## src/rtl/led_pwm_controller_if.sv

```systemverilog
// Wishbone slave bundle for the LED PWM controller: one request/response
// channel with separate ack and err responses.
interface led_pwm_controller_if #(
    parameter int ADDR_WIDTH = 32
);
    logic                  wb_cyc;
    logic                  wb_stb;
    logic                  wb_we;
    logic [3:0]            wb_tag;
    logic [3:0]            wb_sel;
    logic [ADDR_WIDTH-1:0] wb_adr;
    logic [31:0]           wb_mosi;
    logic [31:0]           wb_miso;
    logic                  wb_ack;
    logic                  wb_err;

    modport master (
        output wb_cyc, wb_stb, wb_we, wb_tag, wb_sel, wb_adr, wb_mosi,
        input  wb_miso, wb_ack, wb_err
    );

    modport slave (
        input  wb_cyc, wb_stb, wb_we, wb_tag, wb_sel, wb_adr, wb_mosi,
        output wb_miso, wb_ack, wb_err
    );
endinterface

```

## src/rtl/led_pwm_controller.sv

```systemverilog
// Wishbone-programmed multi-channel PWM with period-aligned duty shadowing.
// Define LED_PWM_FADE_EN to make duty registers fade targets (+/-1 per period).
module led_pwm_controller #(
    parameter int CHANNEL_COUNT = 7,
    parameter int LEVEL_WIDTH   = 8,
    parameter int ADDR_WIDTH    = 32
) (
    input  logic                     sys_clk,
    input  logic                     sys_rst_n,
    led_pwm_controller_if.slave      bus,
    output logic [CHANNEL_COUNT-1:0] pwm_out
);

    localparam int NUM_REGS = 2 + CHANNEL_COUNT;
    localparam logic [LEVEL_WIDTH-1:0] LAST_CNT = LEVEL_WIDTH'((1 << LEVEL_WIDTH) - 2);

    logic [5:0]             idx;
    logic                   req;
    logic                   hit;
    logic                   wr_en;
    logic [15:0]            byte_mask;
    logic [31:0]            rd_data;

    logic                   en;
    logic                   inv;
    logic [15:0]            prescale;
    logic [LEVEL_WIDTH-1:0] duty     [CHANNEL_COUNT];
    logic [LEVEL_WIDTH-1:0] duty_act [CHANNEL_COUNT];

    logic [15:0]            pre_cnt;
    logic [LEVEL_WIDTH-1:0] pwm_cnt;
    logic                   tick;
    logic                   wrap;
    logic                   fade_busy;

    assign idx       = bus.wb_adr[7:2];
    assign req       = bus.wb_cyc & bus.wb_stb & ~bus.wb_ack & ~bus.wb_err;
    assign hit       = (idx < 6'(NUM_REGS));
    assign wr_en     = req & hit & bus.wb_we;
    assign byte_mask = {{8{bus.wb_sel[1]}}, {8{bus.wb_sel[0]}}};
    assign tick      = (pre_cnt == prescale);
    assign wrap      = en & tick & (pwm_cnt == LAST_CNT);

    wire unused = &{1'b0, bus.wb_tag, bus.wb_adr[ADDR_WIDTH-1:8], bus.wb_adr[1:0],
                    bus.wb_mosi, bus.wb_sel, byte_mask};

    // A response blocks the next request, so transfers alternate with response cycles.
    always_ff @(posedge sys_clk or negedge sys_rst_n) begin
        if (!sys_rst_n) begin
            bus.wb_ack  <= 1'b0;
            bus.wb_err  <= 1'b0;
            bus.wb_miso <= '0;
        end else begin
            bus.wb_ack  <= req & hit;
            bus.wb_err  <= req & ~hit;
            bus.wb_miso <= (req & hit & ~bus.wb_we) ? rd_data : '0;
        end
    end

    always_ff @(posedge sys_clk or negedge sys_rst_n) begin
        if (!sys_rst_n) begin
            en       <= 1'b0;
            inv      <= 1'b0;
            prescale <= '0;
            for (int i = 0; i < CHANNEL_COUNT; i++) begin
                duty[i] <= '0;
            end
        end else if (wr_en) begin
            if (idx == 6'd0 && bus.wb_sel[0]) begin
                en  <= bus.wb_mosi[0];
                inv <= bus.wb_mosi[1];
            end
            if (idx == 6'd1) begin
                prescale <= (prescale & ~byte_mask) | (bus.wb_mosi[15:0] & byte_mask);
            end
            for (int i = 0; i < CHANNEL_COUNT; i++) begin
                if (idx == 6'(i + 2)) begin
                    duty[i] <= (duty[i] & ~byte_mask[LEVEL_WIDTH-1:0])
                             | (bus.wb_mosi[LEVEL_WIDTH-1:0] & byte_mask[LEVEL_WIDTH-1:0]);
                end
            end
        end
    end

    // pre_cnt above a freshly lowered PRESCALE restarts at 0 instead of wrapping at 2^16.
    always_ff @(posedge sys_clk or negedge sys_rst_n) begin
        if (!sys_rst_n) begin
            pre_cnt <= '0;
            pwm_cnt <= '0;
        end else if (!en) begin
            pre_cnt <= '0;
            pwm_cnt <= '0;
        end else begin
            pre_cnt <= (pre_cnt >= prescale) ? 16'd0 : pre_cnt + 16'd1;
            if (tick) begin
                pwm_cnt <= (pwm_cnt == LAST_CNT) ? '0 : pwm_cnt + 1'b1;
            end
        end
    end

    always_ff @(posedge sys_clk or negedge sys_rst_n) begin
        if (!sys_rst_n) begin
            for (int i = 0; i < CHANNEL_COUNT; i++) begin
                duty_act[i] <= '0;
            end
        end else begin
            for (int i = 0; i < CHANNEL_COUNT; i++) begin
                if (!en) begin
                    duty_act[i] <= duty[i];
                end else if (wrap) begin
`ifdef LED_PWM_FADE_EN
                    if (duty_act[i] < duty[i]) begin
                        duty_act[i] <= duty_act[i] + 1'b1;
                    end else if (duty_act[i] > duty[i]) begin
                        duty_act[i] <= duty_act[i] - 1'b1;
                    end
`else
                    duty_act[i] <= duty[i];
`endif
                end
            end
        end
    end

    always_ff @(posedge sys_clk or negedge sys_rst_n) begin
        if (!sys_rst_n) begin
            pwm_out <= '0;
        end else begin
            for (int i = 0; i < CHANNEL_COUNT; i++) begin
                pwm_out[i] <= en ? ((pwm_cnt < duty_act[i]) ^ inv) : inv;
            end
        end
    end

    always_comb begin
        fade_busy = 1'b0;
`ifdef LED_PWM_FADE_EN
        for (int i = 0; i < CHANNEL_COUNT; i++) begin
            if (duty_act[i] != duty[i]) begin
                fade_busy = 1'b1;
            end
        end
`endif
    end

    always_comb begin
        rd_data = '0;
        if (idx == 6'd0) begin
            rd_data[2:0] = {fade_busy, inv, en};
        end
        if (idx == 6'd1) begin
            rd_data[15:0] = prescale;
        end
        for (int i = 0; i < CHANNEL_COUNT; i++) begin
            if (idx == 6'(i + 2)) begin
                rd_data[LEVEL_WIDTH-1:0] = duty[i];
            end
        end
    end

endmodule
```

## src/flat_wrapper.sv

```systemverilog
// flat-port wrapper written by rule: the top's interface ports become plain ports
module led_pwm_controller_flat 
#(
    parameter int CHANNEL_COUNT = 7,
    parameter int LEVEL_WIDTH   = 8,
    parameter int ADDR_WIDTH    = 32
)
  (sys_clk, sys_rst_n, pwm_out, bus_wb_cyc, bus_wb_stb, bus_wb_we, bus_wb_tag, bus_wb_sel, bus_wb_adr, bus_wb_mosi, bus_wb_miso, bus_wb_ack, bus_wb_err);
  led_pwm_controller_if #(.ADDR_WIDTH(ADDR_WIDTH)) bus_i ();
  input  logic sys_clk;
  input  logic sys_rst_n;
  output logic [CHANNEL_COUNT-1:0] pwm_out;
  input wire logic [$bits(bus_i.wb_cyc)-1:0] bus_wb_cyc;
  input wire logic [$bits(bus_i.wb_stb)-1:0] bus_wb_stb;
  input wire logic [$bits(bus_i.wb_we)-1:0] bus_wb_we;
  input wire logic [$bits(bus_i.wb_tag)-1:0] bus_wb_tag;
  input wire logic [$bits(bus_i.wb_sel)-1:0] bus_wb_sel;
  input wire logic [$bits(bus_i.wb_adr)-1:0] bus_wb_adr;
  input wire logic [$bits(bus_i.wb_mosi)-1:0] bus_wb_mosi;
  output wire logic [$bits(bus_i.wb_miso)-1:0] bus_wb_miso;
  output wire logic [$bits(bus_i.wb_ack)-1:0] bus_wb_ack;
  output wire logic [$bits(bus_i.wb_err)-1:0] bus_wb_err;
  assign bus_i.wb_cyc = bus_wb_cyc;
  assign bus_i.wb_stb = bus_wb_stb;
  assign bus_i.wb_we = bus_wb_we;
  assign bus_i.wb_tag = bus_wb_tag;
  assign bus_i.wb_sel = bus_wb_sel;
  assign bus_i.wb_adr = bus_wb_adr;
  assign bus_i.wb_mosi = bus_wb_mosi;
  assign bus_wb_miso = bus_i.wb_miso;
  assign bus_wb_ack = bus_i.wb_ack;
  assign bus_wb_err = bus_i.wb_err;
  led_pwm_controller #(.CHANNEL_COUNT(CHANNEL_COUNT), .LEVEL_WIDTH(LEVEL_WIDTH), .ADDR_WIDTH(ADDR_WIDTH)) u_core (.sys_clk(sys_clk), .sys_rst_n(sys_rst_n), .bus(bus_i), .pwm_out(pwm_out));
endmodule
```

## config.mk

```make
export PLATFORM = sky130hd
export DESIGN_NAME = led_pwm_controller_flat
export DESIGN_NICKNAME = d
export VERILOG_FILES = /design/src/rtl/led_pwm_controller_if.sv /design/src/rtl/led_pwm_controller.sv /design/src/flat_wrapper.sv
export SDC_FILE = /design/constraint.sdc
export NUM_CORES = 1
export LEC_CHECK = 0
export CORE_ASPECT_RATIO = 0.8
export CORE_MARGIN = 4
export CORE_UTILIZATION = 40
export DETAILED_ROUTE_END_ITERATION = 12
export PLACE_DENSITY_LB_ADDON = 0.08
export SYNTH_ARGS = -nofsm -noshare
export SYNTH_HDL_FRONTEND = slang
export SYNTH_SLANG_ARGS = --single-unit
export TNS_END_PERCENT = 5
```

## constraint.sdc

```tcl
create_clock -name sys_clk -period 3 [get_ports sys_clk]
set_input_delay 0.6 -clock sys_clk [delete_from_list [all_inputs] [get_ports sys_clk]]
set_output_delay 0.6 -clock sys_clk [all_outputs]
set_load 0.02 [all_outputs]
```

Word-level counts from Yosys, hierarchy flattened. Index checks and enable logic that the tools add are counted.

Flip-flop bits (word level): 195. Bits of input ports: 77. Output and inout bits: 41. Word-level logic and storage cells: 133.

Add/sub/neg operators: 2. $lt $le $gt $ge: 9. Equality and inequality tests: 12. Mux-type cells: 36. Bitwise operators: 40. Reductions and logical operators: 11.

Operators by type and width (number): $mux W8 (24); $and A8 B8 Y8 (8); $mux W16 (4); $lt A8 B8 Y1 (7); $or A8 B8 Y8 (7); $and A16 B16 Y16 (2); $eq A6 B3 Y1 const B (4); $reduce_and A2 Y1 (9); $add A16 B1 Y16 const B (1); $eq A16 B16 Y1 (1); $ge A16 B16 Y1 (1); $not A16 Y16 (1); $or A16 B16 Y16 (1); $eq A6 B2 Y1 const B (2); $and A1 B1 Y1 (9); $add A8 B1 Y8 const B (1); $eq A8 B8 Y1 const B (1); $not A8 Y8 (1); $mux W1 (7); $xor A1 B1 Y1 (7); $eq A6 B1 Y1 const B (1); $eq A6 B4 Y1 const B (1); $logic_not A6 Y1 (1); $lt A6 B4 Y1 const B (1); other kinds (4) (8).

Longest topological paths before layout. Gate-level depths: netlist (run 1).

Depth in word-level cells: 11. Gate-level depth with buffers: 9.

Worst setup path after synthesis (run 1). OpenSTA, ideal clock, no wires.

Path type: reg-to-reg. Start: register u_core.pre_cnt[13]. End: register u_core.duty_act[0] (netlist bit). Arrival time: 2.226 ns. Data required time: 2.875 ns. Path slack: 0.650 ns. Stages on the path, launching flop included: 9. Clock period less this slack: 2.350 ns. Path through: dfrtp_1 > ha_1 > nand4_1 > nor4_4 > nor2b_1 > nor2b_1 > buf_4 > buf_6 > mux2_2.

Word-level cells in the longest chain between the ends: 4.

RTL lines: start: declaration (line led_pwm_controller.sv:30) `logic [15:0] pre_cnt;`; start signal: assignment (line led_pwm_controller.sv:94) `pre_cnt <= (pre_cnt >= prescale) ? 16'd0 : pre_cnt + 16'd1;`; $eq A16 B16 Y1 (line led_pwm_controller.sv:41) `assign tick = (pre_cnt == prescale);`; $and A1 B1 Y1 (2 in a row) (line led_pwm_controller.sv:42) `assign wrap = en & tick & (pwm_cnt == LAST_CNT);`; $ne A2 B2 Y1 (no source line); end signal: indexed assignment (line led_pwm_controller.sv:109) `duty_act[i] <= duty[i];`; end signal: indexed assignment (line led_pwm_controller.sv:118) `duty_act[i] <= duty[i];`; end: declaration (line led_pwm_controller.sv:28) `logic [LEVEL_WIDTH-1:0] duty_act [CHANNEL_COUNT];`.

Every way passes these cells. A chain may end at the register's enable or synchronous reset.

==> impl_results.rst, run 1 <==
.. list-table::
   :header-rows: 1

   * - Metric
     - Value
   * - TritonCTS clock tree
     - yes
   * - Max-cap check violation count
     - 0
   * - Remaining antenna violation count
     - 0
   * - Post-CTS setup buffer count
     - 0
   * - Number of max-slew violations in the final report
     - 0
   * - Starting Density
     - 0.412
   * - Number of CTS-inserted buffers
     - 17
   * - Largest fanout on the critical path
     - 8
   * - Placer congestion estimate
     - around 0.90
   * - Clock-pin slew on the worst setup and hold paths
     - ~0.07 ns
   * - Count of standard-cell rows
     - a little under 50
   * - Top post-synthesis cells by area
     - dfrtp_1, mux2_2, ha_1
   * - Global-route wire length before repair
     - between 30000 and 40000 um
   * - Number of synthesized flops with an enable pin
     - 0
   * - Count of state elements after synthesis
     - 179
   * - HPWL after detailed placement
     - ~18000 um
   * - Wirelength per Cell
     - around 20 um
   * - Count of nets after finishing
     - about 1000
   * - Biggest area consumer among synthesized cells
     - dfrtp_1
   * - Iter 0 DRT Violations
     - 553
   * - Total power per unit cell area
     - roughly 460 mW/mm^2
   * - Data arrival at the endpoint of the critical path
     - roughly 2.8 ns
   * - Highest attainable clock frequency
     - 396 MHz
   * - Library cell contributing the largest single delay on the critical path
     - clkdlybuf4s50_1
   * - TritonCTS Sinks
     - roughly 180
   * - Floorplan die height
     - between 100 and 150 um
   * - Crit end category
     - register
   * - Most frequent cells in the layout
     - dfrtp_1, mux2_2, inv_1
   * - Number of gates resized after CTS
     - 0
   * - Unrepaired setup endpoints after global routing
     - no
   * - Synth-to-Final Area Change
     - 17.5%
   * - Final Hold Violating Endpoints
     - 0
   * - Relative slew margins
     - 0.516
   * - Total detailed-routing wirelength
     - between 20000 and 30000 um
   * - Shortest period the worst path allows
     - 2.52 ns
   * - Most common library cell in the layout ignoring fill and taps
     - dfrtp_1
   * - Primary FF master, synth
     - dfrtp_1
   * - Maximum number of pins on one net before global-route repair
     - just over 70
   * - Total grt overflow
     - 0
   * - DRC Markers
     - 0
   * - Clock insertion delay at the later pin of the skew report
     - 0.43 ns
   * - TNS Setup
     - 0 ns
   * - Smallest hold slack
     - between 0.15 and 0.2 ns
   * - Async S/R FF share, synth
     - 1.00
   * - Series of cell instances along the critical path
     - clkdlybuf4s50_1 > nor2_1 > o21a_1 > and4_1 > nor4b_4 > buf_4 > mux2_2
   * - Number of global-route vias before repair
     - 6585
   * - Antenna violations before repair
     - 0
   * - GRT Resource Usage Total
     - 0.203
   * - Total chip power
     - ~5.1 mW
   * - Die ar.
     - 0.0259 mm^2
   * - Htree depth
     - 4
   * - Area of the core region
     - about 0.023 mm^2
   * - CP startpoint kind
     - input pin
   * - Worst path required time
     - roughly 3.3 ns
   * - Total via count after detailed routing
     - between 6000 and 7000
   * - Least-Margin Pin Slew
     - between 0.7 and 0.8 ns
   * - Post-Synthesis Cells
     - 827
   * - Routed via count divided by cell count
     - roughly 5.3
   * - Port Buf Inserts
     - 53
   * - Number of buffers on the longest clock path
     - 2
   * - Final setup fails
     - 0
   * - Start-to-end type of the worst setup path
     - input pin to register
   * - Cell area after synthesis
     - 0.00937 mm^2
   * - Root buffer selected by CTS
     - clkbuf_16
   * - Filler Cell Count
     - 2083
   * - Synthesis Warnings
     - 0
   * - Delay contributed by the slowest stage of the critical path
     - ~0.52 ns
   * - Run status
     - completed
   * - Unique masters post-synth
     - between 50 and 60
   * - Hold Buf Count CTS
     - 0
   * - Fraction of the cycle the final worst path needs
     - 0.841
   * - Proportion of synthesized chip area in sequential cells
     - 0.478
   * - Number of primary I/O pins
     - 118
   * - Largest clock skew in the final design
     - between 0.01 and 0.015 ns
   * - Antenna Diode Count
     - 0
   * - Leakage power
     - around 5.1 nW
   * - Avg Inst Size Synth
     - 11.3 um^2
   * - Max rail drop VDD
     - ~0.37 mV
   * - Layout cells sized above 1
     - 0.225
   * - Width of the die
     - 179 um
   * - Type of the worst min-delay path
     - input pin to async pin
   * - Iteration count of the initial detailed-routing pass
     - 5
   * - Yosys top cell area share
     - 0.478
final timing paths:
check	from	endpoint	slack (ns)	cells after the start
max	bus_wb_adr[7]	register	0.48	7
min	sys_rst_n	u_core.pre_cnt[8]	0.19	1
max reg2reg	u_core.pre_cnt[13]	u_core.duty_act[16]	0.48	7
min reg2reg	register	u_core.bus.wb_miso[14]	0.48	1
max in group asynchronous	sys_rst_n	async pin	2.02	2
min in group sys_clk	register	u_core.bus.wb_miso[14]	0.48	1
logic make-up (layout without fill, tap and decap cells):
group | count (synthesis) | after routing | share of synthesized area
mux | 135 | 135 | 0.168
other cells | 1 | 16 | 0.000400
flops | 179 | 179 | 0.478
compound gates | 128 | 128 | 0.0820
buf+inv | 115 | 190 | 0.0572
simple gates | 180 | 180 | 0.104
fa+ha+maj | 68 | 68 | 0.0908
xor+xnor | 21 | 21 | 0.0196
critical path, delay by kind of cell:
family                 cells  cell delay [ns]
buffers and inverters      2             0.75
AND/OR/NAND/NOR            3             0.91
multiplexers               1             0.35
AO/OA/AOI/OAI              1             0.21
synthesized netlist by cell type (all sizes together), types with 5 or more instances:
library cell / instances
ha: 68
nand4: 11
nand3: 19
dfrtp: 179
xor2: 14
mux2: 127
o21ai: 49
mux4: 5
buf: 29
nor3: 6
o31ai: 5
nand2: 50
inv: 75
clkbuf: 11
nor4: 5
nor2b: 10
xnor2: 7
o21a: 7
and2: 11
nand2b: 14
a211oi: 9
a21oi: 32
and4: 5
nor2: 39
metal layers:
layer | track usage | vias to the layer above | wire length, um
met1 | 0.300 | 3300 | 12300
met5 | 0 | - | 0
met4 | 0.0622 | 0 | 534
met3 | 0.0348 | 32 | 1130
li1 | - | 3017 | -
met2 | 0.307 | 158 | 11100
power by group:
part | switching [mW] | total [mW] | internal (mW)
sequential | 0.0207 | 2.46 | 2.44
clock | 0.979 | 2.33 | 1.35
combinational | 0.202 | 0.320 | 0.118
total | 1.20 | 5.11 | 3.91
through the flow:
stage                      util  area, um^2  setup slack [ns]  std cells
after CTS                 0.484       11000             0.439       1223
after global placement    0.457       10400             0.143       1191
after global routing      0.484       11000             0.330       1223
after floorplan               -        9420             0.650        842
final                     0.484       11000             0.476       1223
after detailed placement  0.457       10400            0.0566       1191
final cells by class:
| type | count | area (um^2) | area share |
|---|---|---|---|
| Sequential cell | 179 | 4480 | 0.407 |
| Multi-Input combinational cell | 548 | 4420 | 0.402 |
| Timing Repair Buffer | 83 | 822 | 0.0747 |
| Clock buffer | 20 | 447 | 0.0406 |
| Tap cell | 306 | 383 | 0.0348 |
| Inverter | 75 | 282 | 0.0256 |
| Clock inverter | 12 | 168 | 0.0152 |
Power figures use the tool's default switching activity.
==> run 2: changes to the inputs <==
==> constraint.sdc (replaced) <==
create_clock -name sys_clk -period 2.4 [get_ports sys_clk]
set_input_delay 0.48 -clock sys_clk [delete_from_list [all_inputs] [get_ports sys_clk]]
set_output_delay 0.48 -clock sys_clk [all_outputs]
set_load 0.02 [all_outputs]
==> run 2 against run 1 <==
Via count up 3.1%. First-iteration DRC count is 22% lower. Non-clock buffer count is 64 higher. Clock-buffer cell count did not move. Register-to-register slack worse by 0.42 ns. Sequential share of layout area decreased by 2.1 points. Die area stayed put. Global-route usage grew 0.64 points. Sequential cell count unchanged. Sequential power rose by 25%. Clock skew barely moved. Largest cell class is now multi-input gates. Largest power group unchanged.
==> impl_results.rst, run 2 (synthesized netlist as in run 1, its figures left out) <==
.. list-table::
   :header-rows: 1

   * - Metric
     - Value
   * - Run status
     - completed
   * - Port Buf Inserts
     - 53 (unchanged)
   * - TNS Setup
     - 0 ns (unchanged)
   * - Final setup fails
     - 0 (unchanged)
   * - CP startpoint kind
     - register
   * - Unrepaired setup endpoints after global routing
     - yes
   * - Wirelength per Cell
     - 20.6 um (+0.63%)
   * - Most frequent cells in the layout
     - dfrtp_1, mux2_2, buf_4
   * - Number of buffers on the longest clock path
     - 2 (unchanged)
   * - Final standard cell count with taps included and fillers excluded
     - 1285 (+5.1%)
   * - TritonCTS Sinks
     - 179 (unchanged)
   * - Highest attainable clock frequency
     - between 400 and 500 MHz
   * - Number of CTS-inserted buffers
     - 17 (unchanged)
   * - Area post-placement
     - 0.0108 mm^2 (+4.4%)
   * - Placer congestion estimate
     - 0.934 (+4.1%)
   * - Maximum number of pins on one net before global-route repair
     - 47 (-35%)
   * - DRC Markers
     - 0 (unchanged)
   * - Destination of the worst hold path
     - u_core.bus.wb_miso[11]
   * - Routed via count divided by cell count
     - 5.22 (-1.9%)
   * - Max rail drop VDD
     - 0.452 mV (+23%)
   * - GRT Resource Usage Total
     - 0.209 (+0.00645)
   * - Iter 0 DRT Violations
     - 430 (-22%)
   * - Most common library cell in the layout ignoring fill and taps
     - dfrtp_1
   * - Register-to-Register Path Depth
     - 9 (+2)
   * - Count of standard-cell rows
     - 49 (unchanged)
   * - Iteration count of the initial detailed-routing pass
     - 6 (+1)
   * - Register-to-register setup slack
     - 0.06 ns (-0.42 ns)
   * - Die ar.
     - 0.0259 mm^2 (unchanged)
   * - Count of nets after finishing
     - 1113 (+6.1%)
   * - Fin area
     - 0.0116 mm^2 (+5.4%)
   * - Htree depth
     - 4 (unchanged)
   * - Worst path required time
     - 2.70 ns (-0.61 ns)
   * - Total detailed-routing wirelength
     - 26500 um (+5.7%)
   * - Number of global-route vias before repair
     - 6817 (+3.5%)
   * - Leakage power
     - 5.39 nW (+6.3%)
   * - Synth-to-Final Area Change
     - 23.8%
   * - Clock-pin slew on the worst setup and hold paths
     - 0.07 ns (about the same)
   * - Largest fanout on the critical path
     - 10 (+2)
   * - Antenna Diode Count
     - 0 (unchanged)
   * - Total grt overflow
     - 0 (unchanged)
   * - Clock insertion delay at the later pin of the skew report
     - 0.43 ns (about the same)
   * - Number of primary I/O pins
     - 118 (unchanged)
   * - Crit end category
     - register
   * - Area of the core region
     - 0.0227 mm^2 (unchanged)
   * - Data arrival at the endpoint of the critical path
     - 2.65 ns (-0.18 ns)
   * - Fraction of the cycle the final worst path needs
     - 0.977
   * - Remaining antenna violation count
     - 0 (unchanged)
   * - Final Hold Violating Endpoints
     - 0 (unchanged)
   * - Fraction of the core area covered by cells at the end of the flow
     - 0.510 (+0.0262)
   * - Least-Margin Pin Slew
     - 0.645 ns (-0.0807 ns)
   * - Width of the die
     - 179 um (unchanged)
   * - Cell Count Post-Placement
     - 1245 (+4.5%)
   * - Total power per unit cell area
     - 536 mW/mm^2 (+15%)
   * - Layout cells sized above 1
     - 0.283 (+0.0583)
   * - Number of max-slew violations in the final report
     - 0 (unchanged)
   * - Shortest period the worst path allows
     - around 2.3 ns
   * - Total via count after detailed routing
     - 6707 (+3.1%)
   * - Root buffer selected by CTS
     - clkbuf_16
   * - Hold Path Depth
     - 1
   * - Antenna violations before repair
     - 0 (unchanged)
   * - Starting Density
     - 0.412 (unchanged)
   * - Filler Cell Count
     - 2055 (-1.3%)
   * - Floorplan die height
     - 145 um (unchanged)
   * - Type of the worst min-delay path
     - register to register
   * - Max-cap check violation count
     - 0 (unchanged)
   * - Largest clock skew in the final design
     - 0.0137 ns (+0.000233 ns)
   * - Reg2reg end
     - u_core.duty_act[39]
   * - Global-route wire length before repair
     - 40600 um (+3.6%)
   * - Start-to-end type of the worst setup path
     - register to register
   * - Relative slew margins
     - 0.570 (+0.0538)
   * - TritonCTS clock tree
     - yes
   * - HPWL after detailed placement
     - 19200 um (+4.7%)
==> run 2: cell types whose count changed in the layout (fill, tap and decap cells not counted), sizes merged <==
| cell | change |
|---|---|
| clkinvlp | +4 |
| buf | +61 |
| inv | -1 |
| dlygate4sd3 | +1 |
| clkbuf | +2 |
| clkinv | -3 |
| bufinv | -2 |
==> run 2: what timing repair did <==
item / 4_1_cts / 5_1_grt
setup endpoints to repair: 30 / 56
hold endpoints to repair: 8 / 0
setup buffers: 0 / 6
gates cloned: 0 / 3
hold buffers: 1 / 0
resized for setup: 1 / 12
pin swaps: 0 / 5
==> run 2: final cells by class <==
type,count,area [um^2],area share
repair buffers,147,1400,0.121
clock buffers,20,457,0.0394
well taps,306,383,0.0330
flip-flops and latches,179,4480,0.386
inverters,75,282,0.0243
multi-input cells,548,4490,0.387
clock inverters,10,100,0.00863
==> run 2: worst max-delay path by stage <==
stage | start | endpoint | slack, ns | cells after the start
after floorplan | u_core.pre_cnt[13] | u_core.duty_act[0] | 0.05 | 8
after global placement | bus_wb_adr[4] | register | -0.13 | 7
after detailed placement | bus_wb_adr[7] | u_core.bus.wb_miso[2] | -0.18 | 9
after CTS | u_core.pre_cnt[13] | u_core.duty_act[4] | 0.007 | 7
after global routing | register | u_core.duty_act[33] | -0.05 | 9
final | register | u_core.duty_act[39] | 0.06 | 9
==> run 2: where the power goes <==
| group | switching, mW | internal (mW) |
|---|---|---|
| Combinational | 0.265 | 0.186 |
| Clock | 1.21 | 1.49 |
| Sequential | 0.0265 | 3.05 |
| Total | 1.50 | 4.72 |
==> run 2: critical path, cell delays in order, from the launching register on <==
cell	delay, ns
dfrtp_1	0.34
inv_1	0.08
ha_1	0.30
nand4_1	0.18
nor4_4	0.40
nor2b_2	0.11
nor2b_4	0.15
buf_4	0.16
clkbuf_16	0.17
mux2_2	0.33
==> run 2: metal layers <==
| metal | global-route usage | vias to the layer above | routed length [um] |
|---|---|---|---|
| li1 | - | 3146 | - |
| met1 | 0.316 | 3423 | 13500 |
| met2 | 0.323 | 126 | 11800 |
| met3 | 0.0338 | 12 | 954 |
| met4 | 0.0367 | 0 | 231 |
| met5 | 0 | - | 0 |
==> run 2: stage by stage <==
step	power, mW	hold WS, ns	setup slack (ns)
after floorplan	3.32	0.184	0.0497
after global placement	3.55	0.442	-0.125
after detailed placement	3.56	0.444	-0.181
after CTS	6.25	0.484	0.00658
after global routing	6.43	0.496	-0.0481
final	6.22	0.483	0.0554
==> run 3: changes to the inputs <==
--- a/config.mk
+++ b/config.mk
@@ -5,7 +5,6 @@
 export SDC_FILE = /design/constraint.sdc
 export NUM_CORES = 1
 export LEC_CHECK = 0
-export CORE_ASPECT_RATIO = 0.8
 export CORE_MARGIN = 4
 export CORE_UTILIZATION = 40
 export DETAILED_ROUTE_END_ITERATION = 12
==> run 3 against run 2 <==
The run now ends with setup timing left. Worst hold slack got worse by 0.46 ns. Clock skew barely moved. Non-clock buffer count rose by 1. Clock-buffer cell count fell by 3. Highest routed layer unchanged. Sequential share of layout area fell by 0.65 points. Clock power rose by 6%. Critical path depth fell by 1. Wire length fell by 1.5%. Largest power group unchanged. Cell area rose by 1.7%. Die area barely moved. Sequential cell count did not move.
==> impl_results.rst, run 3 (synthesized netlist as in run 1, its figures left out) <==
.. list-table::
   :header-rows: 1

   * - Metric
     - Value
   * - Run status
     - finished, violations left
   * - Failing checks
     - setup timing
   * - Total grt overflow
     - 0 (unchanged)
   * - Largest clock skew in the final design
     - 0.0139 ns (+0.000193 ns)
   * - Most common library cell in the layout ignoring fill and taps
     - dfrtp_1
   * - Total via count after detailed routing
     - 6794 (+1.3%)
   * - Max-cap check violation count
     - 0 (unchanged)
   * - Clock-pin slew on the worst setup and hold paths
     - 0.07 ns (about the same)
   * - Max rail drop VDD
     - 0.365 mV (-19%)
   * - Least-Margin Pin Slew
     - 0.727 ns (+0.0824 ns)
   * - Library cell contributing the largest single delay on the critical path
     - nor4_4
   * - Number of CTS-inserted buffers
     - 17 (unchanged)
   * - Delay contributed by the slowest stage of the critical path
     - 0.45 ns (+0.05 ns)
   * - Register-to-Register Path Depth
     - 8 (-1)
   * - Total detailed-routing wirelength
     - 26100 um (-1.5%)
   * - Top Usage Layer GRT
     - met2
   * - Routed via count divided by cell count
     - 5.24 (+0.44%)
   * - Antenna violations before repair
     - 1 (+1)
   * - Placer congestion estimate
     - 0.867 (-7.3%)
   * - Layout cells sized above 1
     - 0.291 (+0.00830)
   * - Floorplan die height
     - 161 um (+11%)
   * - Fin area
     - 0.0118 mm^2 (+1.7%)
   * - Starting Density
     - 0.410 (-0.00183)
   * - GRT Resource Usage Total
     - 0.204 (-0.00531)
   * - Data arrival at the endpoint of the critical path
     - 2.73 ns (+0.08 ns)
   * - Register-to-register setup slack
     - -0.02 ns (-0.08 ns)
   * - HPWL after detailed placement
     - 18500 um (-3.9%)
   * - Series of cell instances along the critical path
     - ha_4 > nand4_1 > nor4_4 > nor2b_2 > nor2b_4 > buf_6 > buf_12 > mux2_2
   * - Met3 GRT Util
     - 0.0436 (+0.00987)
   * - DRC Markers
     - 0 (unchanged)
   * - Root buffer selected by CTS
     - clkbuf_16
   * - Synth-to-Final Area Change
     - 26.0%
   * - Count of standard-cell rows
     - 55 (+12%)
   * - GRT met2 Usage
     - 0.330 (+0.00731)
   * - Largest fanout on the critical path
     - 10 (unchanged)
   * - Final setup fails
     - 22 (+22)
   * - Number of max-slew violations in the final report
     - 0 (unchanged)
   * - Number of buffers on the longest clock path
     - 2 (unchanged)
   * - Global-route track usage on met1
     - 0.283 (-0.0335)
   * - Shortest period the worst path allows
     - 2.42 ns (+0.0754 ns)
   * - Unrepaired setup endpoints after global routing
     - yes
   * - Crit end category
     - register
   * - Delay-heaviest family, CP
     - simple AND/OR/NAND/NOR gates
   * - Width of the die
     - 161 um (-10%)
   * - Leakage power
     - 5.53 nW (+2.6%)
   * - Worst path required time
     - 2.71 ns (about the same)
   * - Maximum number of pins on one net before global-route repair
     - 57 (+21%)
   * - Area of the core region
     - 0.0228 mm^2 (+0.45%)
   * - TritonCTS clock tree
     - yes
   * - TritonCTS Sinks
     - 179 (unchanged)
   * - Reg2reg end
     - u_core.duty_act[32]
   * - Start-to-end type of the worst setup path
     - register to register
   * - Fraction of the cycle the final worst path needs
     - 1.01 (+0.0314)
   * - Number of primary I/O pins
     - 118 (unchanged)
   * - Number of buffers and inverters on the critical path
     - 2 (-1)
   * - Final Hold Violating Endpoints
     - 0 (unchanged)
   * - Number of global-route vias before repair
     - 7009 (+2.8%)
   * - Fraction of the core area covered by cells at the end of the flow
     - 0.516 (+0.00656)
   * - Worst reg2reg startpoint
     - u_core.pre_cnt[11]
   * - Count of nets after finishing
     - 1114 (+0.090%)
   * - Iteration count of the initial detailed-routing pass
     - 5 (-1)
   * - Area post-placement
     - 0.0108 mm^2 (-0.52%)
   * - Port Buf Inserts
     - 53 (unchanged)
   * - CP startpoint kind
     - register
   * - Iter 0 DRT Violations
     - 348 (-19%)
   * - Die ar.
     - 0.0259 mm^2 (about the same)
   * - Type of the worst min-delay path
     - input pin to async pin
   * - Clock insertion delay at the later pin of the skew report
     - 0.43 ns (about the same)
   * - Total power per unit cell area
     - 543 mW/mm^2 (+1.2%)
   * - Highest attainable clock frequency
     - 413 MHz (-3.1%)
   * - Relative slew margins
     - 0.515 (-0.0549)
   * - Remaining antenna violation count
     - 0 (unchanged)
   * - Most frequent cells in the layout
     - dfrtp_1, mux2_2, buf_4
   * - Wirelength per Cell
     - 20.1 um (-2.3%)
   * - Worst setup slack after layout
     - -0.0200 ns (-0.0754 ns)
   * - Global-route wire length before repair
     - 40700 um (+0.14%)
   * - Htree depth
     - 4 (unchanged)
   * - Total chip power
     - 6.40 mW (+2.9%)
run 3: changes by cell type in the layout (fill, tap and decap cells not counted), moves of 2 or more:
cell and delta:
mux2_2 -25, mux2_4 +25, clkbuf_8 -3, o31ai_1 -3, o31ai_2 +3, buf_6 +2
clkinvlp_4 -2, inv_6 +2, inv_8 +2
run 3: worst max-delay path by stage:
stage,from,end,slack [ns],depth (start not counted)
after floorplan,u_core.pre_cnt[13],u_core.duty_act[0],0.05,8
after global placement,bus_wb_adr[4],register,-0.21,7
after detailed placement,bus_wb_adr[4],register,-0.28,7
after CTS,u_core.pre_cnt[5],u_core.duty_act[25],-0.08,9
after global routing,u_core.pre_cnt[11],u_core.duty_act[32],-0.11,8
final,u_core.pre_cnt[11],u_core.duty_act[32],-0.02,8
run 3: report_power, final:
part           switching, mW  internal, mW  leakage (nW)
registers             0.0253          3.05          2.45
logic                  0.275         0.193          2.79
clock network           1.29          1.57         0.289
run 3: cell type report:
| type | instances | area (um^2) |
|---|---|---|
| multi-input cells | 548 | 4610 |
| clock buffers | 17 | 425 |
| flip-flops and latches | 179 | 4480 |
| fillers | 2045 | 11000 |
| well taps | 313 | 392 |
| clock inverters | 15 | 169 |
| diodes | 1 | 2.50 |
| repair buffers | 148 | 1440 |
| inverters | 75 | 282 |
run 3: repair_timing:
| action | 4_1_cts | 5_1_grt |
|---|---|---|
| setup buffers | 8 | 4 |
| setup endpoints to repair | 60 | 62 |
| pin swaps | 2 | 3 |
| gates cloned | 3 | 3 |
| hold buffers | 0 | 0 |
| gates resized for setup | 15 | 36 |
run 3: routing by layer:
layer | part of all wire | up-vias
met5 | 0 | -
met4 | 0.017 | 0
met3 | 0.047 | 26
met2 | 0.48 | 142
met1 | 0.46 | 3461
li1 | - | 3165
run 3: metrics by stage:
step | setup WS, ns | std cells | hold slack [ns] | TNS [ns]
2_1_floorplan | 0.0497 | 842 | 0.184 | 0
3_3_place_gp | -0.211 | 1247 | 0.470 | -10.43
3_5_place_dp | -0.275 | 1247 | 0.466 | -13.58
4_1_cts | -0.0807 | 1290 | 0.0355 | -2.19
5_1_grt | -0.111 | 1295 | 0.0563 | -4.85
6_report | -0.0200 | 1296 | 0.0250 | -0.266
==> edit 1, RTL diff (settings of run 2) <==
Add a define of `LED_PWM_FADE_EN`.
--- a/src/rtl/led_pwm_controller.sv
+++ b/src/rtl/led_pwm_controller.sv
@@ -1,5 +1,7 @@
 // Wishbone-programmed multi-channel PWM with period-aligned duty shadowing.
 // Define LED_PWM_FADE_EN to make duty registers fade targets (+/-1 per period).
+`define LED_PWM_FADE_EN
+
 module led_pwm_controller #(
     parameter int CHANNEL_COUNT = 7,
     parameter int LEVEL_WIDTH   = 8,
Check against the original RTL: not equivalent (Yosys sat finds a counterexample within 10 cycles, from zero or initial values and one cycle with sys_rst_n low).
==> edit 1 against run 2 <==
  * The run now ends with negative setup slack left
  * Area after synthesis increased by 36%
  * Total power increased by 17%
  * Wire length increased by 53%
  * Setup slack got worse by 0.68 ns
  * Design area increased by 52%
  * Sequential cell count unchanged
==> edit 1: results (changes against run 2) <==
.. list-table::
   :header-rows: 1

   * - Metric
     - Value
   * - Instance count after placement with tap cells included
     - 2,119 (was 1,245)
   * - Detailed-router iteration count before antenna repair
     - 5 (was 6)
   * - Maximum vdd ir drop
     - 396 µV (was 452 µV)
   * - Least-Margin Pin Slew
     - 0.682 ns (was 0.645 ns)
   * - Mux share of post-synthesis cell area
     - 7.06% (was 16.8%)
   * - CP max-delay cell
     - o32a_4 (was nor4_4)
   * - Destination of the worst register-to-register timing path
     - u_core.duty_act[55] (was u_core.duty_act[39])
   * - Setup violation total in the final timing report
     - 38 (was 0)
   * - Total via count after detailed routing
     - 11,200 (was 6,707)
   * - Critical Path AT
     - 3.34 ns (was 2.65 ns)
   * - First-pass GRT wire length
     - 63,400 µm (was 40,600 µm)
   * - WL/cell
     - 18.6 µm (was 20.6 µm)
   * - Violations in the final reports
     - negative setup slack
   * - Number of nets in the finished design
     - 1,984 (was 1,113)
   * - Length of routed wiring on met1
     - 20,500 µm (was 13,500 µm)
   * - Result of the run
     - complete, but fails checks (was complete, no violations)
   * - Met3 GRT Util
     - 4.12% (was 3.38%)
   * - Fraction of layout instances using a drive strength above 1
     - 32.1% (was 28.3%)
   * - Hold crit path type
     - in2async (was reg2reg)
   * - Number of standard cells in the final layout excluding fillers
     - 2,167 (was 1,285)
   * - Dominant delay contributor by cell family on the critical path
     - compound AO/OA/AOI/OAI gates (was simple AND/OR/NAND/NOR gates)
   * - Length of routed met3 wiring
     - 1760 µm (was 954 µm)
   * - Maximum clock skew at final layout
     - 0.0138 ns (was 0.0137 ns)
   * - Syn avg cell area
     - 9.28 µm² (was 11.3 µm²)
   * - Worst skew pair latency
     - 0.46 ns (was 0.43 ns)
   * - Met1 capacity usage during global routing
     - 34.5% (was 31.6%)
   * - Gp weighted congestion
     - 0.870 (was 0.934)
   * - Total half-perimeter wirelength after legalization and detailed placement
     - 30,500 µm (was 19,200 µm)
   * - Maximum net fanout on the critical path
     - 6 (was 10)
   * - Share of the yosys chip area belonging to registers
     - 35.2% (was 47.8%)
   * - Routed met2 length
     - 17,500 µm (was 11,800 µm)
   * - Leading post-synthesis cells by cell area
     - dfrtp_1 (35%), ha_1 (16%), mux2_2 (5.2%) (was dfrtp_1 (48%), mux2_2 (15%), ha_1 (9.1%))
   * - Number of library cell types mapped by synthesis
     - 67 (was 54)
   * - Post-Synth Adder-Cell Area
     - 17.4% (was 9.08%)
   * - Post-synthesis xor/xnor area fraction
     - 4.20% (was 1.96%)
   * - Top cells by instance count after synthesis
     - dfrtp_1 (179), ha_1 (166), inv_1 (148), nand2_1 (99), nor2_1 (91) (was dfrtp_1 (179), mux2_2 (127), inv_1 (75), ha_1 (68), nand2_1 (50))
   * - Worst setup slack after layout
     - -0.623 ns (was 0.0554 ns)
   * - FF-to-FF path depth
     - 11 (was 9)
   * - GRT Total Usage
     - 23.2% (was 20.9%)
   * - Maximum number of pins on one net before global-route repair
     - 67 (was 47)
   * - Leakage dissipation
     - 8.22 nW (was 5.39 nW)
edit 1: cell count changes after synthesis, sizes merged, moves of 24 or more:
cell / run 2 / this run
o21ai: 49 / 86
inv: 75 / 148
a21oi: 32 / 88
xnor2: 7 / 44
nor2: 39 / 91
ha: 68 / 166
nor3: 6 / 30
mux2: 127 / 59
nand2: 50 / 100
edit 1: through the flow:
step           cell area (µm²)  power [mW]  setup WS, ns  setup TNS, ns  utilization, %
6_report                 17600        7.28        -0.623         -12.10            56.0
2_1_floorplan            13000        3.76        -0.477          -8.50               -
4_1_cts                  17200        7.28        -0.552         -12.57            54.7
3_5_place_dp             16200        4.31        -0.689         -42.30            51.6
5_1_grt                  17600        7.61        -0.721         -18.38            56.0
3_3_place_gp             16200        4.29        -0.696         -40.98            51.6
edit 1: worst max path at each step:
stage | start | end | cells after the start
2_1_floorplan | u_core.duty_act[36] | u_core.duty_act[39] | 12
3_3_place_gp | flop | u_core.duty_act[23] | 13
3_5_place_dp | flop | u_core.duty_act[23] | 13
4_1_cts | u_core.duty_act[54] | u_core.duty_act[55] | 11
5_1_grt | flop | u_core.duty_act[47] | 15
6_report | u_core.duty_act[54] | u_core.duty_act[55] | 11
edit 1: power by group:
part	switching, mW	total [mW]	internal (mW)
clock network	1.45	2.84	1.39
logic	0.705	1.39	0.689
registers	0.0144	3.05	3.03
edit 1: area by class of cell:
| class | count | area [µm²] |
|---|---|---|
| fill | 2831 | 13800 |
| multi-input combinational | 1004 | 8300 |
| sequential | 179 | 4480 |
| timing repair buffer | 384 | 3130 |
| inverter | 148 | 556 |
| tap | 420 | 526 |
| clock buffer | 17 | 425 |
| clock inverter | 15 | 159 |
edit 1: timing repair:
action	CTS	global route
endpoints found under the setup margin	46	108
setup buffers	9	9
cloned	0	0
gates resized for setup	61	70
pin swaps	44	37
==> edit 2, RTL diff (settings of run 2) <==
Without the edit above. Register the output `pwm_out` once more, without a reset; this adds one clock of latency there. The other outputs are not delayed to match.
--- a/src/rtl/led_pwm_controller.sv
+++ b/src/rtl/led_pwm_controller.sv
@@ -13,6 +13,8 @@
 
     localparam int NUM_REGS = 2 + CHANNEL_COUNT;
     localparam logic [LEVEL_WIDTH-1:0] LAST_CNT = LEVEL_WIDTH'((1 << LEVEL_WIDTH) - 2);
+
+    logic [CHANNEL_COUNT-1:0] pwm_s0;
 
     logic [5:0]             idx;
     logic                   req;
@@ -124,10 +126,10 @@
 
     always_ff @(posedge sys_clk or negedge sys_rst_n) begin
         if (!sys_rst_n) begin
-            pwm_out <= '0;
+            pwm_s0 <= '0;
         end else begin
             for (int i = 0; i < CHANNEL_COUNT; i++) begin
-                pwm_out[i] <= en ? ((pwm_cnt < duty_act[i]) ^ inv) : inv;
+                pwm_s0[i] <= en ? ((pwm_cnt < duty_act[i]) ^ inv) : inv;
             end
         end
     end
@@ -158,4 +160,8 @@
         end
     end
 
+    always_ff @(posedge sys_clk) begin
+        pwm_out <= pwm_s0;
+    end
+
 endmodule
Formal check against the unedited RTL: not equivalent (Yosys sat finds a counterexample within 4 cycles, from zero or initial values and one cycle with sys_rst_n low).
==> edit 2 against run 2 <==
  * Via count down 0.97%
  * Total power increased by 5.3%
  * Global-route usage down 0.31 points
  * Synthesized cell count shrank 1.6%
  * Sequential cell count grew 7
  * Area after synthesis decreased by 0.19%
  * Critical path type unchanged
  * Setup slack improved by 0.047 ns
  * Wire length decreased by 1.9%
  * Clock skew fell by 0.0037 ns
  * Critical path depth stayed put
  * Sequential power is 4% higher
  * Design area up 0.39%
  * Clock power up 8.6%
  * Fmax up 2.0%
==> edit 2: results (changes against run 2) <==
.. list-table::
   :header-rows: 1

   * - Metric
     - Value
   * - Buffers added on ports
     - 53 (unchanged)
   * - Flop2flop setup slack
     - 0.10 ns (was 0.06 ns)
   * - Share of the yosys chip area belonging to registers
     - 49.4% (was 47.8%)
   * - Fraction of layout instances using a drive strength above 1
     - 28.5% (was 28.3%)
   * - First-pass GRT wire length
     - 39,800 µm (was 40,600 µm)
   * - Fillers
     - 2,020 (was 2,055)
   * - Gp weighted congestion
     - 0.815 (was 0.934)
   * - Detailed-router iteration count before antenna repair
     - 5 (was 6)
   * - Grt ovf
     - 0 (unchanged)
   * - Number of standard cells in the final layout excluding fillers
     - 1,271 (was 1,285)
   * - Worst skew pair latency
     - 0.44 ns
   * - Least-Margin Pin Slew
     - 0.669 ns (was 0.645 ns)
   * - Number of nets in the finished design
     - 1,097 (was 1,113)
   * - Initial DRC Count
     - 467 (was 430)
   * - Depth of the CTS H-tree
     - 4 (unchanged)
   * - Destination of the worst register-to-register timing path
     - u_core.duty_act[5] (was u_core.duty_act[39])
   * - Leakage dissipation
     - 5.43 nW (was 5.39 nW)
   * - Total half-perimeter wirelength after legalization and detailed placement
     - 19,200 µm (about the same)
   * - Result of the run
     - complete, no violations (unchanged)
   * - Antenna fix cells
     - 0 (unchanged)
   * - DRT Wirelength
     - 26,000 µm (was 26,500 µm)
   * - Maximum net fanout on the critical path
     - 8 (was 10)
   * - Top cells by instance count after synthesis
     - dfrtp_1 (179), mux2_2 (133), inv_1 (77), ha_1 (68), o21ai_0 (49) (was dfrtp_1 (179), mux2_2 (127), inv_1 (75), ha_1 (68), nand2_1 (50))
   * - Critical Path AT
     - 2.63 ns (was 2.65 ns)
   * - Instance count after placement with tap cells included
     - 1,224 (was 1,245)
   * - Synth async-reset ratio
     - 96.2% (was 100%)
   * - Type of the worst setup path
     - reg2reg (unchanged)
   * - Avg Vias per Cell
     - 5.23 (was 5.22)
   * - Synth Warn #
     - 0 (unchanged)
   * - Cell area after placement
     - 10,800 µm² (about the same)
   * - Number of library cell types mapped by synthesis
     - 51 (was 54)
   * - Clock Tree Root
     - clkbuf_16 (unchanged)
   * - Reg-to-reg critical path startpoint
     - u_core.pre_cnt[4]
   * - Maximum vdd ir drop
     - 480 µV (was 452 µV)
   * - Syn avg cell area
     - 11.5 µm² (was 11.3 µm²)
   * - Maximum number of pins on one net before global-route repair
     - 51 (was 47)
   * - Most common flop cell mapped by yosys
     - dfrtp_1 (unchanged)
   * - Maximum clock skew at final layout
     - 0.0100 ns (was 0.0137 ns)
   * - Antenna violations before repair
     - 0 (unchanged)
   * - GRT Total Usage
     - 20.6% (was 20.9%)
   * - Via count of the first global-routing pass
     - 6,723 (was 6,817)
   * - Leading post-synthesis cells by cell area
     - dfrtp_1 (48%), mux2_2 (16%), ha_1 (9.1%) (was dfrtp_1 (48%), mux2_2 (15%), ha_1 (9.1%))
## edit 2: power by group
| group | total [mW] | internal [mW] | switching (mW) |
|---|---|---|---|
| Combinational | 0.441 | 0.181 | 0.260 |
| Sequential | 3.19 | 3.17 | 0.0229 |
| Clock | 2.92 | 1.58 | 1.34 |
## edit 2: kinds of logic (layout without fill, tap and decap cells)
logic type      after synthesis  after routing  share of synthesized area, %
fa+ha+maj                    68             68                          9.10
buf+inv                     115            251                          5.43
xor+xnor                     21             21                          1.97
mux                         139            139                          17.3
simple gates                166            166                          9.17
other cells                   1             16                        0.0401
flops                       186            186                          49.4
compound gates              118            118                          7.54
## edit 2: per-layer routing
metal,wire [µm],GRT usage [%],vias up
met5,0,0,-
met4,336,5.25,0
met3,1340,4.49,28
met2,11700,31.0,165
met1,12600,30.5,3351
li1,-,-,3098
## edit 2: worst max-delay path, stage by stage, from the launching register on
cell and delay, ns:
dfrtp_1 0.45, ha_4 0.30, nand4_1 0.14, nor4_4 0.29, buf_4 0.17, nor2_2 0.05
nor2_4 0.09, buf_12 0.17, buf_6 0.17, mux2_2 0.34
## edit 2: what timing repair did
action,in CTS,in global routing
gates cloned,0,5
buffers inserted,2,7
setup endpoints to repair,75,56
resized for setup,7,9
hold buffers,1,0
pin swaps,5,4
hold endpoints to repair,45,0
## edit 2: area by class of cell
cell class / instances / share of cell area (%)
Sequential cell: 186 / 39.7
Multi-Input combinational cell: 528 / 37.4
Timing Repair Buffer: 142 / 11.9
Clock buffer: 17 / 3.65
Tap cell: 306 / 3.29
Inverter: 77 / 2.48
Clock inverter: 15 / 1.57
## edit 2: through the flow
step | setup slack (ns) | util, %
after floorplan | -0.148 | -
after global placement | -0.555 | 47.3
after detailed placement | -0.596 | 47.3
after CTS | 0.0246 | 50.2
after global routing | 0.00630 | 51.2
final | 0.102 | 51.2
## edit 2: how the worst min path moves through the flow
| stage | end | slack (ns) | cells past startpoint | from |
|---|---|---|---|---|
| floorplan | asynchronous set/reset pin | 0.18 | 0 | sys_rst_n |
| detailed placement | u_core.pwm_out[0] | 0.33 | 0 | u_core.pwm_s0[0] |
| global route | u_core.pwm_out[0] | 0.36 | 0 | u_core.pwm_s0[0] |
| finish | u_core.pwm_out[0] | 0.34 | 0 | u_core.pwm_s0[0] |
| CTS | u_core.pwm_out[0] | 0.35 | 0 | u_core.pwm_s0[0] |
| global placement | u_core.pwm_out[6] | 0.33 | 0 | u_core.pwm_s0[6] |
